<file path="src/rtl/vcpu_alu_seq.sv">
`default_nettype none
// ============================================================================
// vcpu_alu_seq : registered valid/ready ALU with iterative shift-add multiply
// Revision 1.0
// ============================================================================
module vcpu_alu_seq #(
   parameter int WIDTH      = 8,
   parameter int MUL_ENABLE = 1
) (
   input  logic             clk,
   input  logic             nreset,
   input  logic             in_valid,
   output logic             in_ready,
   input  logic [2:0]       op,
   input  logic [WIDTH-1:0] a,
   input  logic [WIDTH-1:0] b,
   output logic             out_valid,
   input  logic             out_ready,
   output logic [WIDTH-1:0] c,
   output logic [WIDTH-1:0] c_hi,
   output logic             flag_eq,
   output logic             flag_zero,
   output logic             flag_carry,
   output logic             flag_neg
);

   localparam int   CNT_W  = $clog2(WIDTH);
   localparam logic MUL_EN = (MUL_ENABLE != 0);

   localparam logic [2:0] OP_ADD = 3'b000;
   localparam logic [2:0] OP_SUB = 3'b001;
   localparam logic [2:0] OP_AND = 3'b010;
   localparam logic [2:0] OP_OR  = 3'b011;
   localparam logic [2:0] OP_XOR = 3'b100;
   localparam logic [2:0] OP_SHL = 3'b101;
   localparam logic [2:0] OP_SHR = 3'b110;
   localparam logic [2:0] OP_MUL = 3'b111;

   typedef enum logic [1:0] {
      ST_IDLE = 2'd0,
      ST_MUL  = 2'd1,
      ST_DONE = 2'd2
   } state_t;

   state_t               state_q, state_d;
   logic [WIDTH-1:0]     a_q, a_d, b_q, b_d;
   logic [WIDTH-1:0]     mplier_q, mplier_d;
   logic [2*WIDTH-1:0]   acc_q, acc_d, mcand_q, mcand_d;
   logic [CNT_W-1:0]     cnt_q, cnt_d;
   logic [WIDTH-1:0]     c_q, c_d, c_hi_q, c_hi_d;
   logic                 eq_q, eq_d, zero_q, zero_d, carry_q, carry_d, neg_q, neg_d;

   logic [WIDTH:0]       alu_sum, alu_diff, alu_shl, alu_shr;
   logic [WIDTH-1:0]     alu_res;
   logic                 alu_carry;
   logic [2*WIDTH-1:0]   mul_next;

   // Single-cycle ops; the extra bit of each extended vector carries out the
   // carry/borrow/shifted-out bit. Amounts above WIDTH shift everything out.
   always_comb begin
      alu_sum   = {1'b0, a} + {1'b0, b};
      alu_diff  = {1'b0, a} - {1'b0, b};
      alu_shl   = {1'b0, a} << b;
      alu_shr   = {a, 1'b0} >> b;
      alu_res   = '0;
      alu_carry = 1'b0;
      case (op)
         OP_ADD: begin alu_res = alu_sum[WIDTH-1:0];  alu_carry = alu_sum[WIDTH];  end
         OP_SUB: begin alu_res = alu_diff[WIDTH-1:0]; alu_carry = alu_diff[WIDTH]; end
         OP_AND: alu_res = a & b;
         OP_OR:  alu_res = a | b;
         OP_XOR: alu_res = a ^ b;
         OP_SHL: begin alu_res = alu_shl[WIDTH-1:0]; alu_carry = alu_shl[WIDTH]; end
         OP_SHR: begin alu_res = alu_shr[WIDTH:1];   alu_carry = alu_shr[0];     end
         default: begin alu_res = '0; alu_carry = 1'b0; end
      endcase
   end

   assign mul_next = acc_q + (mplier_q[0] ? mcand_q : '0);

   always_comb begin
      state_d  = state_q;
      a_d      = a_q;
      b_d      = b_q;
      mplier_d = mplier_q;
      acc_d    = acc_q;
      mcand_d  = mcand_q;
      cnt_d    = cnt_q;
      c_d      = c_q;
      c_hi_d   = c_hi_q;
      eq_d     = eq_q;
      zero_d   = zero_q;
      carry_d  = carry_q;
      neg_d    = neg_q;
      case (state_q)
         ST_IDLE: begin
            if (in_valid) begin
               a_d = a;
               b_d = b;
               if ((op == OP_MUL) && MUL_EN) begin
                  acc_d    = '0;
                  mcand_d  = {{WIDTH{1'b0}}, a};
                  mplier_d = b;
                  cnt_d    = '0;
                  state_d  = ST_MUL;
               end else begin
                  c_d     = alu_res;
                  c_hi_d  = '0;
                  eq_d    = (a == b);
                  zero_d  = (alu_res == '0);
                  carry_d = alu_carry;
                  neg_d   = alu_res[WIDTH-1];
                  state_d = ST_DONE;
               end
            end
         end
         ST_MUL: begin
            acc_d    = mul_next;
            mcand_d  = mcand_q << 1;
            mplier_d = mplier_q >> 1;
            cnt_d    = cnt_q + CNT_W'(1);
            // Last partial product is folded straight into the result registers.
            if (cnt_q == CNT_W'(WIDTH-1)) begin
               c_d     = mul_next[WIDTH-1:0];
               c_hi_d  = mul_next[2*WIDTH-1:WIDTH];
               eq_d    = (a_q == b_q);
               zero_d  = (mul_next == '0);
               carry_d = (mul_next[2*WIDTH-1:WIDTH] != '0);
               neg_d   = mul_next[WIDTH-1];
               state_d = ST_DONE;
            end
         end
         ST_DONE: begin
            if (out_ready) state_d = ST_IDLE;
         end
         default: state_d = ST_IDLE;
      endcase
   end

   always_ff @(posedge clk or negedge nreset) begin
      if (!nreset) begin
         state_q  <= ST_IDLE;
         a_q      <= '0;
         b_q      <= '0;
         mplier_q <= '0;
         acc_q    <= '0;
         mcand_q  <= '0;
         cnt_q    <= '0;
         c_q      <= '0;
         c_hi_q   <= '0;
         eq_q     <= 1'b0;
         zero_q   <= 1'b0;
         carry_q  <= 1'b0;
         neg_q    <= 1'b0;
      end else begin
         state_q  <= state_d;
         a_q      <= a_d;
         b_q      <= b_d;
         mplier_q <= mplier_d;
         acc_q    <= acc_d;
         mcand_q  <= mcand_d;
         cnt_q    <= cnt_d;
         c_q      <= c_d;
         c_hi_q   <= c_hi_d;
         eq_q     <= eq_d;
         zero_q   <= zero_d;
         carry_q  <= carry_d;
         neg_q    <= neg_d;
      end
   end

   assign in_ready   = (state_q == ST_IDLE);
   assign out_valid  = (state_q == ST_DONE);
   assign c          = c_q;
   assign c_hi       = c_hi_q;
   assign flag_eq    = eq_q;
   assign flag_zero  = zero_q;
   assign flag_carry = carry_q;
   assign flag_neg   = neg_q;

endmodule
`default_nettype wire

</file>
<file path="config.mk">
export PLATFORM = sky130hd
export DESIGN_NAME = vcpu_alu_seq
export DESIGN_NICKNAME = d
export VERILOG_FILES = /design/src/rtl/vcpu_alu_seq.sv
export SDC_FILE = /design/constraint.sdc
export NUM_CORES = 1
export LEC_CHECK = 0
export BUFFER_PORTS_ARGS = -buffer_cell sky130_fd_sc_hd__buf_2
export CAP_MARGIN = 40
export CORE_MARGIN = 2
export CORE_UTILIZATION = 50
export DETAILED_ROUTE_END_ITERATION = 8
export GPL_ROUTABILITY_DRIVEN = 0
export MAX_ROUTING_LAYER = met4
export PLACE_DENSITY = 0.68
export SLEW_MARGIN = 0
export SYNTH_ARGS = -nofsm -noshare
export SYNTH_HDL_FRONTEND = slang
export SYNTH_SLANG_ARGS = --single-unit
</file>
<file path="constraint.sdc">
create_clock -name clk -period 5.8 [get_ports clk]
set_input_delay 0.58 -clock clk [delete_from_list [all_inputs] [get_ports clk]]
set_output_delay 0.58 -clock clk [all_outputs]
set_load 0.03 [all_outputs]
</file>
# Yosys cells after proc, flatten, opt, wreduce, memory -nomap -nowiden
# Cells that the tools add are included.
word_totals:
  ff_bits: 81
  in_bits: 23
  output_inout_bits: 22
  elab_cells: 93
classes:
  add_sub_neg: 4
  eq_ne: 17
  shift: 2
  mux: 44
  bitwise_logic: 3
  reduce_logical: 10
op_table:
  columns: ["cell", "count"]
  rows:
  - ["16-bit 2-to-1 mux", 5]
  - ["8-bit 2-to-1 mux", 8]
  - ["16-bit case mux with 2 select lines", 2]
  - ["8-bit case mux with 7 select lines", 1]
  - ["8-bit case mux with 2 select lines", 3]
  - ["16-bit adder", 1]
  - ["8-bit equality test", 2]
  - ["16-bit zero test", 1]
  - ["3-bit equality test, second input constant", 5]
  - ["1-bit 2-to-1 mux", 12]
  - ["8-bit by 8-bit adder with 9-bit output", 1]
  - ["8-bit by 8-bit left shift with 9-bit output", 1]
  - ["9-bit by 8-bit right shift with 9-bit output", 1]
  - ["8-bit by 8-bit subtractor with 9-bit output", 1]
  - ["8-bit bitwise AND", 1]
  - ["8-bit zero test", 1]
  - ["2-bit 2-to-1 mux", 4]
  - ["8-bit bitwise OR", 1]
  - ["1-bit case mux with 2 select lines", 4]
  - ["8-bit nonzero test", 1]
  - ["8-bit XOR", 1]
  - ["3-bit by 2-bit equality test with 1-bit output, second input constant", 2]
  - ["3-bit 2-to-1 mux", 2]
  - ["2-bit inequality test, second input constant", 3]
  - ["14 further kinds", 16]

# Logic depth before layout (Yosys ltp)
depth:
  word_depth: 6
  depth_mapped: 12
  depth_no_buf: 12

# Worst setup path after synthesis
# OpenSTA, ideal clock, no wires.
synth_timing:
  path_type: "input to register"
  startpoint: "in b[1]"
  endpoint: "reg zero_q, in the netlist flag_zero"
  setup_time_ns: 0.066
  arrival_ns: 3.007
  t_required_ns: 5.734
  path_slack_ns: 2.727
  stages: 11
  path_buffers: 1
  cell_sequence: "buf_2 -> clkinv_1 -> ha_1 -> o21ba_1 -> or4_4 -> a31oi_4 -> o221ai_2 -> a21o_1 -> or3_1 -> o21ai_1 -> a31o_1"
synth_via:
  elab_chain_cells: 6
  elab_cells_between_ends: 12
  classes_between: "2 x add/sub; 2 x shift; 4 x mux; 3 x bitwise; 1 x reduce/logical"
synth_lines:
  columns: ["item", "line_no", "source"]
  rows:
  - ["from (decl)", "16", "input logic [WIDTH-1:0] b,"]
  - ["8-bit by 8-bit subtractor with 9-bit output (tied with other cells)", "62", "alu_diff = {1'b0, a} - {1'b0, b};"]
  - ["8-bit case mux with 7 select lines (*)", "67", "case (op)"]
  - ["8-bit zero test (*)", "110", "zero_d = (alu_res == '0);"]
  - ["1-bit 2-to-1 mux (*)", "100", "if ((op == OP_MUL) && MUL_EN) begin"]
  - ["1-bit 2-to-1 mux (*)", "97", "if (in_valid) begin"]
  - ["1-bit case mux with 2 select lines (*)", "95", "case (state_q)"]
  - ["to (signal assigned)", "166", "zero_q <= zero_d;"]
  - ["to (decl)", "51", "logic eq_q, eq_d, zero_q, zero_d, carry_q, carry_d, neg_q, neg_d;"]
# Every way passes the cells marked *; elsewhere a longest branch is shown, timed or not. The select of a mux whose other input is x is not followed.
# A chain may end at the register's enable or synchronous reset.

# Worst setup path after layout
layout_timing:
  startpoint: "reg mplier_q[0]"
  endpoint: "reg zero_q, in the netlist flag_zero"
layout_via:
  elab_chain_cells: 5
layout_lines:
  columns: ["item", "line_no", "source"]
  rows:
  - ["from (decl)", "47", "logic [WIDTH-1:0] mplier_q, mplier_d;"]
  - ["from (signal assigned)", "159", "mplier_q <= mplier_d;"]
  - ["16-bit 2-to-1 mux", "79", "assign mul_next = acc_q + (mplier_q[0] ? mcand_q : '0);"]
  - ["16-bit adder", "79", null]
  - ["16-bit zero test", "127", "zero_d = (mul_next == '0);"]
  - ["1-bit 2-to-1 mux", "123", "if (cnt_q == CNT_W'(WIDTH-1)) begin"]
  - ["1-bit case mux with 2 select lines", "95", null]
# No other way between the ends. The select of a mux whose other input is x is not followed.

==> results.md <==
* Status: completed
* Pwr dens at 386 nW/µm²
* Yosys warns at 0
* Filler Cell Count at 1088
* Post-route cell area at 6770 µm²
* Sequential cell area at 2000 µm²
* Main synth FF type: dfrtp_1
* CP peak stage delay at 0.52 ns
* Drt drc at 0
* Post-route minimum period at 3.35 ns
* DP Worst Slack at 2.22 ns
* MaxCap Viol Count at 0
* Min-delay worst type: primary input to async pin
* Fmax at 298 MHz
* RSZ-0062 raised after global routing: false
* Gr usage total at 26.2%
* Num CTS Buffers at 9
* Initial antenna violation count at 0
* DR vias at 5376
* Largest net degree at the start of global routing at 62
* Die height at 115 µm
* Slew margin rel. at 40.9%
* # nets final at 793
* WS Path Type: flip-flop to flip-flop
* Placed cell area at 6480 µm²
* TritonCTS clock tree: done
* Port Buffers at 44
* Routed Wire Length at 16.0 mm
* Worst VDD drop at 202 µV
* Die Area at 13300 µm²
* Critical Path Fanout Max at 17
* Multi-input logic area at 3860 µm²
* Rows at 40
* Post-Synthesis Cells at 709
* FF-to-FF path depth at 11
* Hpwl dp at 11.7 mm
* Hold WS at 0.104 ns
* Final hold vios at 0
* DR iter-0 viols at 549
* Slew @ Worst Pin at 0.887 ns
* Post-CTS sizing at 0
* Cts hold-fix bufs at 0
* Worst-case clock buffer depth at 2
* Critical Path RT at 6.09 ns
* WL/cell at 17.8 µm
* Number of global-route vias before repair at 5254
* Finished Core Util at 56.2%
* Top-level port count at 45
* Final period utilization at 57.8%
* Initial Util at 51.2%
* #FFs+latches synth at 80
* Die Width at 115 µm
* Mapped cell area at 6180 µm²
* Clk root buf: clkbuf_16
* Final WS setup at 2.45 ns
* Worst clock skew at 0.00771 ns
* Cell variety after synth at 72
* CP arrival at 3.64 ns
* Slowest-stage cell, CP: nor4_1
* Ant. Diodes at 0
* Synth Area per Inst at 8.72 µm²
* ANT nets after route at 0
* P&R area growth vs syn at 9.60%
* Post-synth ARST share at 100%
* Cell chain of the critical path: and2_1 -> ha_1 -> fa_1 -> a21oi_1 -> o211ai_1 -> o41a_1 -> a21oi_2 -> a31oi_1 -> xor2_1 -> nor4_1 -> a31o_1
* LEAKAGE at 3.01 nW
* CTS clock-pin slew for the worst setup and hold paths at 0.06 ns
* Area of the core at 12100 µm²
* Final setup viols at 0
* Pre-antenna DRT Iters at 5
* CTS H-tree lvls at 3
* Sequential share of the synthesized area at 32.4%
* Clock latency on the worst-skew pair at 0.35 ns
* Layout cells sized above 1 at 13.7%
* Max Slew Vio Count at 0
* Vias per cell at 6.00
* First-pass GRT wire length at 26.4 mm
* Post CTS Setup Buffer Count at 0
* EDFF count, synth at 0
* Total Neg Setup Slack at 0 ns
* Synth Net Count at 779
* Total grt overflow at 0
* CP Capture Type: flip-flop
* Startpoint types: flip-flop
* CTS Sinks at 80
-- cells by family after synthesis --
group           after synthesis  share of synthesized area [%]
buf+inv                      75                           5.38
fa+ha+maj                    47                           9.88
simple gates                241                           18.5
compound gates              182                           19.2
flops                        80                           32.4
mux                          57                           10.8
xor+xnor                     27                           3.83
-- power breakdown --
group          leakage, nW  internal [mW]  switching [mW]  total (mW)
clock                0.139          0.336           0.236       0.572
combinational         1.85          0.442           0.670        1.11
sequential            1.02          0.775           0.157       0.932
-- layer usage --
layer	vias to the layer above	track usage [%]	routed length (µm)
met2	206	39.6	7180
met4	0	8.19	278
met5	-	-	0
met3	35	4.96	1090
li1	2551	-	-
met1	2584	35.7	7430
-- cell usage in the layout, fill, tap and decap left out, drive strengths merged, types with 18 or more instances in the layout --
cell type  instances
mux2              19
ha                44
nand2            115
buf               49
dfrtp             80
nor2              33
o21ai             72
inv               30
mux2i             32
a21oi             26
and2              18
-- area by class of cell --
class                   instances  area share, %
clock buffers                  10           3.38
clock inverters                 6          0.997
inverters                      29           1.61
multi-input cells             554           56.9
flip-flops and latches         80           29.6
well taps                     168           3.10
repair buffers                 49           4.43
-- synth_stat cells (13+ instances only) --
master | count | share of area (%)
ha_1 | 44 | 8.9
and2_1 | 18 | 1.8
inv_1 | 28 | 1.7
clkbuf_1 | 28 | 1.7
mux2_2 | 19 | 3.5
dfrtp_1 | 80 | 32
nand2_1 | 115 | 7.0
o21ai_0 | 68 | 5.5
xnor2_1 | 16 | 2.3
mux2i_1 | 32 | 5.2
nor2_1 | 33 | 2.0
a21oi_1 | 24 | 1.9
nor3_1 | 13 | 1.1
-- critical path, delay by kind of cell (launching register included) --
family	cells	cell delay, ns
DFF	1	0.50
adders and majority gates	2	0.63
AOI/OAI and AO/OA	6	1.25
and+or+nand+nor	2	0.72
xor gates and xnor gates	1	0.19
-- through the flow --
stage	power, mW	std cells
after floorplan	1.74	709
after global placement	1.99	878
after detailed placement	2.05	880
after CTS	2.62	896
after global routing	2.80	896
final	2.62	896
-- sequential cells by signal, indices dropped and copies added (netlist names), 2 cells and up --
name / flops
c_hi: 8
cnt_q: 3
mplier_q: 8
mcand_q: 16
a_q: 8
b_q: 8
state_q: 2
c: 7
acc_q: 16
-- path summary, 6_finish.rpt --
kind / startpoint / to / slack [ns]
worst min-delay path: nreset / c_hi[3] / 0.10
max in group asynchronous: nreset / acc_q[6] / 5.11
worst max-delay path: mplier_q[0] / flag_zero / 2.45
min in group clk: out_ready / state_q[1] / 0.44
worst max register to register: mplier_q[0] / flag_zero / 2.45
worst min register to register: c_hi[5] / c_hi[5] / 0.48
Note: power is estimated with default switching activity, not from simulation.
